File: src/rtl/snake_pkg.sv
// snake_pkg: direction codes, keypad map and debounce states shared by the keypad front end
package snake_pkg;
   localparam logic [1:0] DIR_UP = 2'b00, DIR_DOWN = 2'b01, DIR_LEFT = 2'b10, DIR_RIGHT = 2'b11;
   // Row/column of each direction key, indexed by direction code
   localparam logic [3:0][1:0] KEY_ROW = {2'd1, 2'd1, 2'd2, 2'd0};
   localparam logic [3:0][1:0] KEY_COL = {2'd2, 2'd0, 2'd1, 2'd1};
   typedef enum logic [1:0] {ST_IDLE, ST_COUNT, ST_HELD} deb_state_e;
   function automatic logic is_reverse(input logic [1:0] a, input logic [1:0] b);
      return (a ^ b) == 2'b01;
   endfunction
endpackage

File: src/rtl/snake_keypad_scan_if.sv
// snake_keypad_scan_if: keypad pins and direction outputs of the snake keypad front end
interface snake_keypad_scan_if;
   logic [3:0] keypad_col;
   logic [3:0] keypad_row;
   logic [1:0] direction;
   logic       dir_valid;
   modport slave (input keypad_col, output keypad_row, direction, dir_valid);
   modport master (output keypad_col, input keypad_row, direction, dir_valid);
endinterface

File: src/rtl/snake_keypad_scan_row_scanner.sv
// keypad_row_scanner: walks the active-low row drive and folds each frame of column samples
// into one registered result (exactly one direction key, or none/conflict).
module keypad_row_scanner
   import snake_pkg::*;
#(
   parameter int ROW_DWELL = 4
) (
   input  logic       clk10000,
   input  logic       rst,
   input  logic [3:0] keypad_col_i,
   output logic [3:0] keypad_row_o,
   output logic       frame_done_o,
   output logic       frame_key_o,
   output logic [1:0] frame_dir_o
);
   localparam int DW = ROW_DWELL > 1 ? $clog2(ROW_DWELL) : 1;
   logic [DW-1:0] dwell_q, dwell_d;
   logic [1:0] row_q, row_d, dir_q, dir_d;
   logic [3:0] seen_q, seen_d, hit, seen;
   logic done_q, done_d, key_q, key_d, last, frame_end;
   always_comb begin
      for (int d = 0; d < 4; d++) hit[d] = row_q == KEY_ROW[d] && !keypad_col_i[KEY_COL[d]];
      last = dwell_q == DW'(ROW_DWELL - 1);
      frame_end = last && row_q == 2'd3;
      seen = seen_q | hit;
      dwell_d = last ? '0 : dwell_q + DW'(1);
      row_d = last ? row_q + 2'd1 : row_q;
      seen_d = frame_end ? '0 : last ? seen : seen_q;
      done_d = frame_end;
      key_d = frame_end ? $onehot(seen) : key_q;
      dir_d = !frame_end ? dir_q : seen[DIR_DOWN] ? DIR_DOWN : seen[DIR_LEFT] ? DIR_LEFT :
              seen[DIR_RIGHT] ? DIR_RIGHT : DIR_UP;
   end
   always_ff @(posedge clk10000) begin
      if (rst) begin
         dwell_q <= '0;
         row_q <= '0;
         seen_q <= '0;
         done_q <= 1'b0;
         key_q <= 1'b0;
         dir_q <= DIR_UP;
      end else begin
         dwell_q <= dwell_d;
         row_q <= row_d;
         seen_q <= seen_d;
         done_q <= done_d;
         key_q <= key_d;
         dir_q <= dir_d;
      end
   end
   assign keypad_row_o = ~(4'b0001 << row_q);
   assign frame_done_o = done_q;
   assign frame_key_o = key_q;
   assign frame_dir_o = dir_q;
endmodule

File: src/rtl/snake_keypad_scan.sv
// snake_keypad_scan: debounced 4x4 keypad to snake direction front end.
// Define SNAKE_REVERSE_GUARD_EN to drop accepted keys that would reverse the snake.
module snake_keypad_scan
   import snake_pkg::*;
#(
   parameter int ROW_DWELL = 4,
   parameter int DEBOUNCE = 8
) (
   input logic clk10000,
   input logic rst,
   snake_keypad_scan_if.slave bus
);
`ifdef SNAKE_REVERSE_GUARD_EN
   localparam logic GUARD = 1'b1;
`else
   localparam logic GUARD = 1'b0;
`endif
   deb_state_e state_q, state_d;
   logic [3:0] cnt_q, cnt_d;
   logic [1:0] cand_q, cand_d, dir_q, dir_d, frame_dir;
   logic valid_q, valid_d, frame_done, frame_key, restart, accept;
   keypad_row_scanner #(.ROW_DWELL(ROW_DWELL)) u_scan (
      .clk10000     (clk10000),
      .rst          (rst),
      .keypad_col_i (bus.keypad_col),
      .keypad_row_o (bus.keypad_row),
      .frame_done_o (frame_done),
      .frame_key_o  (frame_key),
      .frame_dir_o  (frame_dir)
   );
   always_comb begin
      state_d = state_q;
      cnt_d = cnt_q;
      cand_d = cand_q;
      dir_d = dir_q;
      valid_d = 1'b0;
      accept = 1'b0;
      restart = state_q == ST_IDLE || cand_q != frame_dir;
      if (frame_done && !frame_key) begin
         state_d = ST_IDLE;
         cnt_d = '0;
      end else if (frame_done && state_q != ST_HELD) begin
         cand_d = frame_dir;
         cnt_d = restart ? 4'd1 : cnt_q + 4'd1;
         accept = cnt_d == 4'(DEBOUNCE);
         state_d = accept ? ST_HELD : ST_COUNT;
      end
      // A held key never re-accepts; repeats and optional reversals leave direction alone
      if (accept && frame_dir != dir_q && !(GUARD && is_reverse(frame_dir, dir_q))) begin
         dir_d = frame_dir;
         valid_d = 1'b1;
      end
   end
   always_ff @(posedge clk10000) begin
      if (rst) begin
         state_q <= ST_IDLE;
         cnt_q <= '0;
         cand_q <= DIR_UP;
         dir_q <= DIR_RIGHT;
         valid_q <= 1'b0;
      end else begin
         state_q <= state_d;
         cnt_q <= cnt_d;
         cand_q <= cand_d;
         dir_q <= dir_d;
         valid_q <= valid_d;
      end
   end
   assign bus.direction = dir_q;
   assign bus.dir_valid = valid_q;
endmodule

File: src/flat_wrapper.sv
// flat-port wrapper written by rule: the top's interface ports become plain ports
module snake_keypad_scan_flat import snake_pkg::*;
#(
   parameter int ROW_DWELL = 4,
   parameter int DEBOUNCE = 8
)
  (clk10000, rst, bus_keypad_col, bus_keypad_row, bus_direction, bus_dir_valid);
  snake_keypad_scan_if bus_i ();
  input logic clk10000;
  input logic rst;
  input wire logic [$bits(bus_i.keypad_col)-1:0] bus_keypad_col;
  output wire logic [$bits(bus_i.keypad_row)-1:0] bus_keypad_row;
  output wire logic [$bits(bus_i.direction)-1:0] bus_direction;
  output wire logic [$bits(bus_i.dir_valid)-1:0] bus_dir_valid;
  assign bus_i.keypad_col = bus_keypad_col;
  assign bus_keypad_row = bus_i.keypad_row;
  assign bus_direction = bus_i.direction;
  assign bus_dir_valid = bus_i.dir_valid;
  snake_keypad_scan #(.ROW_DWELL(ROW_DWELL), .DEBOUNCE(DEBOUNCE)) u_core (.clk10000(clk10000), .rst(rst), .bus(bus_i));
endmodule
File: config.mk
export PLATFORM = sky130hd
export DESIGN_NAME = snake_keypad_scan_flat
export DESIGN_NICKNAME = d
export VERILOG_FILES = /design/src/rtl/snake_pkg.sv /design/src/rtl/snake_keypad_scan_if.sv /design/src/rtl/snake_keypad_scan_row_scanner.sv /design/src/rtl/snake_keypad_scan.sv /design/src/flat_wrapper.sv
export SDC_FILE = /design/constraint.sdc
export NUM_CORES = 1
export LEC_CHECK = 0
export ABC_AREA = 1
export CAP_MARGIN = 30
export CORE_UTILIZATION = 54
export DETAILED_ROUTE_END_ITERATION = 8
export MAX_ROUTING_LAYER = met4
export PLACE_DENSITY = 0.77
export SYNTH_ARGS = -nofsm -noshare
export SYNTH_HDL_FRONTEND = slang
export SYNTH_HIERARCHICAL = 1
export SYNTH_SLANG_ARGS = --single-unit
File: constraint.sdc
create_clock -name clk10000 -period 2.8 [get_ports clk10000]
set_clock_uncertainty 0.05 [all_clocks]
set_input_delay 0.56 -clock clk10000 [delete_from_list [all_inputs] [get_ports clk10000]]
set_output_delay 0.56 -clock clk10000 [all_outputs]
set_load 0.05 [all_outputs]
# After elaboration in Yosys (flattened, before gate mapping)

Cells that the tools add are included.

Output and inout bits: 7
Logic and storage cells: 57
Flip-flop bits (word level): 23

Shift-type cells: 1
Add/sub/neg operators: 6
Bitwise gates (word level): 3
Reductions and logical operators: 19
Muxes and demuxes: 8
Equality and inequality tests: 9

Operators by type and width:

| kind                                                                   | count |
|---|---|
| 1-bit logical AND                                                      | 8 |
| 2-bit two-way mux                                                      | 4 |
| 2-bit equality test (second input constant)                            | 3 |
| 2-bit OR reduction                                                     | 3 |
| 1-bit by 1-bit adder with 2-bit output                                 | 2 |
| 2-bit by 1-bit adder with 2-bit output (second input constant)         | 2 |
| 4-bit by 1-bit adder with 4-bit output (second input constant)         | 1 |
| 4-bit equality test (second input constant)                            | 1 |
| 1-bit zero test                                                        | 4 |
| 2-bit zero test                                                        | 2 |
| 4-bit two-way mux                                                      | 1 |
| 2-bit != test                                                          | 2 |
| 4-bit NOT                                                              | 1 |
| 4-bit OR                                                               | 1 |
| 1-bit by 2-bit left shift with 4-bit output (first input constant)     | 1 |
| 2-bit by 2-bit adder with 3-bit output                                 | 1 |
| 3-bit by 1-bit equality test with 1-bit output (second input constant) | 1 |
| 1-bit two-way mux                                                      | 3 |
| 2-bit by 1-bit equality test with 1-bit output (second input constant) | 1 |
| 2-bit != test (second input constant)                                  | 1 |
| 2-bit AND reduction                                                    | 1 |
| 1-bit logical OR                                                       | 1 |
| 1-bit NOT                                                              | 1 |

# Longest topological paths before layout

Depth after elaboration: 8
Mapped depth: 10
Mapped depth without buffers: 10

# Modules after synthesis

Netlist, hierarchy kept.

Modules (own cells, without submodules):

| module             | area an instance (µm²) | instances | sequential area each (µm²) | cells each |
|---|---|---|---|---|
| keypad_row_scanner | 580.6                  | 1         | 240.2                      | 71 |
| snake_keypad_scan  | 569.3                  | 1         | 220.2                      | 74 |

# Worst setup path before layout

No wires, ideal clock.

Kind: flip-flop to flip-flop
From: reg u_core.u_scan.row_q[0]
To: reg u_core.u_scan.key_q, in the netlist u_core/u_scan/frame_key_o
Setup time: 0.058 ns
Arrival: 2.069 ns
Buffers on the path: 0
Stages on the path, launching flop included: 11
Path slack: 0.623 ns
Cells stage by stage: dfxtp_1 -> inv_1 -> ha_1 -> a21oi_1 -> inv_1 -> fa_1 -> ha_1 -> ha_1 -> nor2_1 -> nand3_1 -> nand2_1

Longest elaborated chain between the ends: 6
Elaborated cells on any way between the ends: 14

Ends and longest elaborated chain:

| what                                                         | RTL line                            | source |
|---|---|---|
| from (decl)                                                  | snake_keypad_scan_row_scanner.sv:18 | `logic [1:0] row_q, row_d, dir_q, dir_d;` |
| from (signal assigned)                                       | snake_keypad_scan_row_scanner.sv:44 | `row_q <= row_d;` |
| 2-bit equality test                                          | snake_keypad_scan_row_scanner.sv:22 | `for (int d = 0; d < 4; d++) hit[d] = row_q == KEY_ROW[d] && !keypad_col_i[KEY_COL[d]];` |
| 1-bit logical AND                                            | snake_keypad_scan_row_scanner.sv:22 |  |
| 4-bit OR                                                     | snake_keypad_scan_row_scanner.sv:25 | `seen = seen_q \| hit;` |
| net u_core.u_scan.seen[1]                                    | snake_keypad_scan_row_scanner.sv:19 | `logic [3:0] seen_q, seen_d, hit, seen;` |
| 1-bit by 1-bit adder with 2-bit output (implied by the code) | snake_keypad_scan_row_scanner.sv:30 | `key_d = frame_end ? $onehot(seen) : key_q;` |
| 2-bit by 2-bit adder with 3-bit output (implied by the code) | snake_keypad_scan_row_scanner.sv:30 |  |
| 3-bit by 1-bit equality test with 1-bit output               | snake_keypad_scan_row_scanner.sv:30 |  |
| to (signal assigned)                                         | snake_keypad_scan_row_scanner.sv:47 | `key_q <= key_d;` |
| to (decl)                                                    | snake_keypad_scan_row_scanner.sv:20 | `logic done_q, done_d, key_q, key_d, last, frame_end;` |

The timed path passes the listed nets, and every way through them passes these cells.
A chain may end at the register's enable or synchronous reset.

# Worst setup path after layout

From: reg u_core.u_scan.row_q[0]
To: out bus_keypad_row[0]

Longest elaborated chain between the ends: 2

Ends and longest elaborated chain:

| what                                        | RTL line                            | source |
|---|---|---|
| 1-bit by 2-bit left shift with 4-bit output | snake_keypad_scan_row_scanner.sv:51 | `assign keypad_row_o = ~(4'b0001 << row_q);` |
| 4-bit NOT                                   | snake_keypad_scan_row_scanner.sv:51 |  |
| to (decl)                                   | flat_wrapper.sv:12                  | `output wire logic [$bits(bus_i.keypad_row)-1:0] bus_keypad_row;` |

Every way passes these cells.

==> flow_summary_export.csv <==
group,metric,value,unit
timing,fin_setup_tns,0,ns
yosys,syn_inst,145,
yosys,ys_seq_elements,23,
floorplanning,dieWidth,48.1,µm
clock_tree,cts_buffer_depth,2,
timing,setup_viol,0,
clock_tree,path_clk_slew,0.13,ns
floorplanning,row_count,16,
cells_and_area,nNetsFinal,177,
yosys,async_reset_ff_share,0,%
floorplanning,core,1980,µm²
clock_tree,clk_latency,0.31,ns
min_path,hold_path.class,"reg2reg",
detailed_routing,routed_wl,2120,µm
cells_and_area,n_fill_cell,183,
detailed_routing,routed_via_density,4.94,
yosys,synth_area_leaders,"dfxtp_1, inv_1, ha_1",
timing,tightest_slew,0.497,ns
power_and_ir_drop,p_per_area,425,nW/µm²
yosys,synth_edf_count,0,
place,port_buffers,11,
timing,slew_violations,0,
critical_path,cp_max_fo,4,
timing,period_needed,2.48,ns
clock_tree,ctsResizeCount,0,
grt,grt_use_total,22.3,%
timing,setup_ws,0.324,ns
critical_path,end_kind,"output pin",
critical_path,crit_type,"reg2out",
clock_tree,cts_tree,"done",
yosys,ys_seq_area_share,40.0,%
clock_tree,cts.sinks,23,
grt,grt_pass1_vias,851,
cells_and_area,regArea,460,µm²
clock_tree,cts_buffers,3,
yosys,postSynthAreaPerCell,7.93,µm²
cells_and_area,multi_input_area,581,µm²
timing,fin_crit_sh,88.4,%
flow_run,drv_cap,0,
clock_tree,postCtsSetupBuffers,0,
yosys,synth_common_cells,"inv_1, nand2_1, dfxtp_1, a21oi_1, ha_1",
critical_path,worstPathRequired,2.19,ns
power_and_ir_drop,leakagePower,0.000597,µW
timing,hold_viol,0,
place,globalplace.congestion,0.772,
yosys,yosysMostFrequentCell,"inv_1",
cells_and_area,syn2layout_area_growth,15.5,%
power_and_ir_drop,ir_worst_vdd,314,µV
timing,max-slew-margin-rel,66.7,%
detailed_routing,drt-pass1-iter-count,4,
yosys,ys_warn_count,6,
detailed_routing,dr_total_vias,928,
detailed_routing,wl_per_cell,11.3,µm
cells_and_area,drive_gt1_share,11.8,%
floorplanning,chipHeight,48.1,µm
yosys,synth_area,1150,µm²
floorplanning,dieArea,2320,µm²
floorplanning,pin_count,13,
timing,rsz0062_at_grt,"no",
grt,antenna_found_initial,0,
yosys,yosys.area.top_type,"dfxtp_1",
detailed_routing,drtAntennaViolNets,0,
timing,clock.fmax,404,MHz
place,place_hpwl,1610,µm
floorplanning,start_util,58.0,%
detailed_routing,drt_iter0_drc,23,
critical_path,cp.arrival,1.87,ns
grt,grt_max_degree,13,
cells_and_area,diodes,0,
status,outcome,"complete, no violations",
grt,overflow,0,
yosys,synth.net_count,160,
clock_tree,h-tree-depth,1,
critical_path,start_kind,"flip-flop",
grt,grt_pass1_wl,3430,µm
clock_tree,holdBufCountCts,0,
detailed_routing,drc,0,
yosys,synthFlopType,"dfxtp_1",
yosys,synth_top_area_share,40.0,%
place,dp_slack,0.207,ns
cells_and_area,utilization,67.0,%
power_and_ir_drop,finalPower,564,µW
clock_tree,cts-root-buf,"clkbuf_4",
yosys,yosysUniqueCellTypes,25,
==> metrics by stage <==
step | hold slack, ns | cells | cell area [µm²]
floorplan | 0.350 | 145 | 1150
global placement | 0.363 | 184 | 1300
detailed placement | 0.374 | 184 | 1300
CTS | 0.393 | 188 | 1330
global route | 0.413 | 188 | 1330
finish | 0.386 | 188 | 1330
==> final cells by class <==
class / instances / share of cell area [%]
Tap cell: 27 / 2.54
Clock buffer: 4 / 1.98
Inverter: 29 / 8.20
Multi-Input combinational cell: 93 / 43.7
Sequential cell: 23 / 34.7
Timing Repair Buffer: 12 / 8.86
==> final timing paths <==
check / slack, ns / cells after the start / startpoint / endpoint
hold / removal: 0.39 / 1 / u_core/u_scan/dwell_q[0]$_SDFF_PP0_ / u_core/u_scan/dwell_q[0]$_SDFF_PP0_
setup / recovery: 0.32 / 4 / u_core/u_scan/row_q[0]$_SDFFE_PP0P_ / bus_keypad_row[0]
setup reg to reg: 0.51 / 10 / u_core/u_scan/row_q[0]$_SDFFE_PP0P_ / u_core/u_scan/frame_key_o$_SDFFE_PP0P_
hold reg to reg: 0.39 / 1 / u_core/u_scan/dwell_q[0]$_SDFF_PP0_ / u_core/u_scan/dwell_q[0]$_SDFF_PP0_
==> state kept, by name, summed over array words and instances (netlist names) <==
register and cells:
u_core/u_scan/frame_key_o 1, u_core/u_scan/frame_done_o 1, u_core/state_q 2, u_core/u_scan/frame_dir_o 2, u_core/u_scan/dwell_q 2, u_core/u_scan/seen_q 4
u_core/cnt_q 4, u_core/cand_q 2, u_core/bus.direction 2, u_core/u_scan/row_q 2, u_core/bus.dir_valid 1
==> cells by family after synthesis <==
| group | Yosys count | synth area share, % |
|---|---|---|
| AO/OA/AOI/OAI | 23 | 11.6 |
| adder cells (fa/ha/maj) | 9 | 10.4 |
| XOR/XNOR | 3 | 2.29 |
| buffers and inverters | 29 | 9.47 |
| flip-flops | 23 | 40.0 |
| AND/OR/NAND/NOR | 58 | 26.1 |
==> cell usage in the layout, fill, tap and decap left out <==
cell             netlist  routed
a211oi_2               1       1
a21oi_1               11      11
a21oi_2                1       1
buf_4                  0       1
clkbuf_1               0       1
clkbuf_4               0       3
clkdlybuf4s50_1        0      11
dfxtp_1               23      23
fa_1                   1       1
ha_1                   8       8
inv_1                 27      27
inv_2                  2       2
nand2_1               25      25
nand2_2                3       3
nand3_1                7       7
nand3_2                3       3
nand4_1                3       3
nor2_1                 7       7
nor2_2                 1       1
nor2_4                 3       3
nor3_1                 4       4
nor3_2                 1       1
nor3b_1                1       1
o211a_1                1       1
o211ai_1               1       1
o21ai_0                7       7
o21ai_1                1       1
xnor2_1                1       1
xor2_1                 2       2
==> worst max-delay path: stages (launching register included) <==
cell             delay, ns
dfxtp_1               0.39
inv_1                 0.10
ha_1                  0.22
inv_1                 0.05
clkdlybuf4s50_1       0.79
==> power by group <==
group	internal (µW)	switching, µW
sequential	334	3.52
combinational	27.9	45.3
clock	55.7	98.4
==> layer usage <==
| metal | vias up | wire, µm | global-route usage, % |
|---|---|---|---|
| li1 | 496 | - | - |
| met3 | 2 | 50 | 4.44 |
| met2 | 11 | 1000 | 36.3 |
| met1 | 419 | 1050 | 27.1 |
| met5 | - | 0 | - |
| met4 | 0 | 14 | 8.33 |
(Power assumes the default switching activity.)
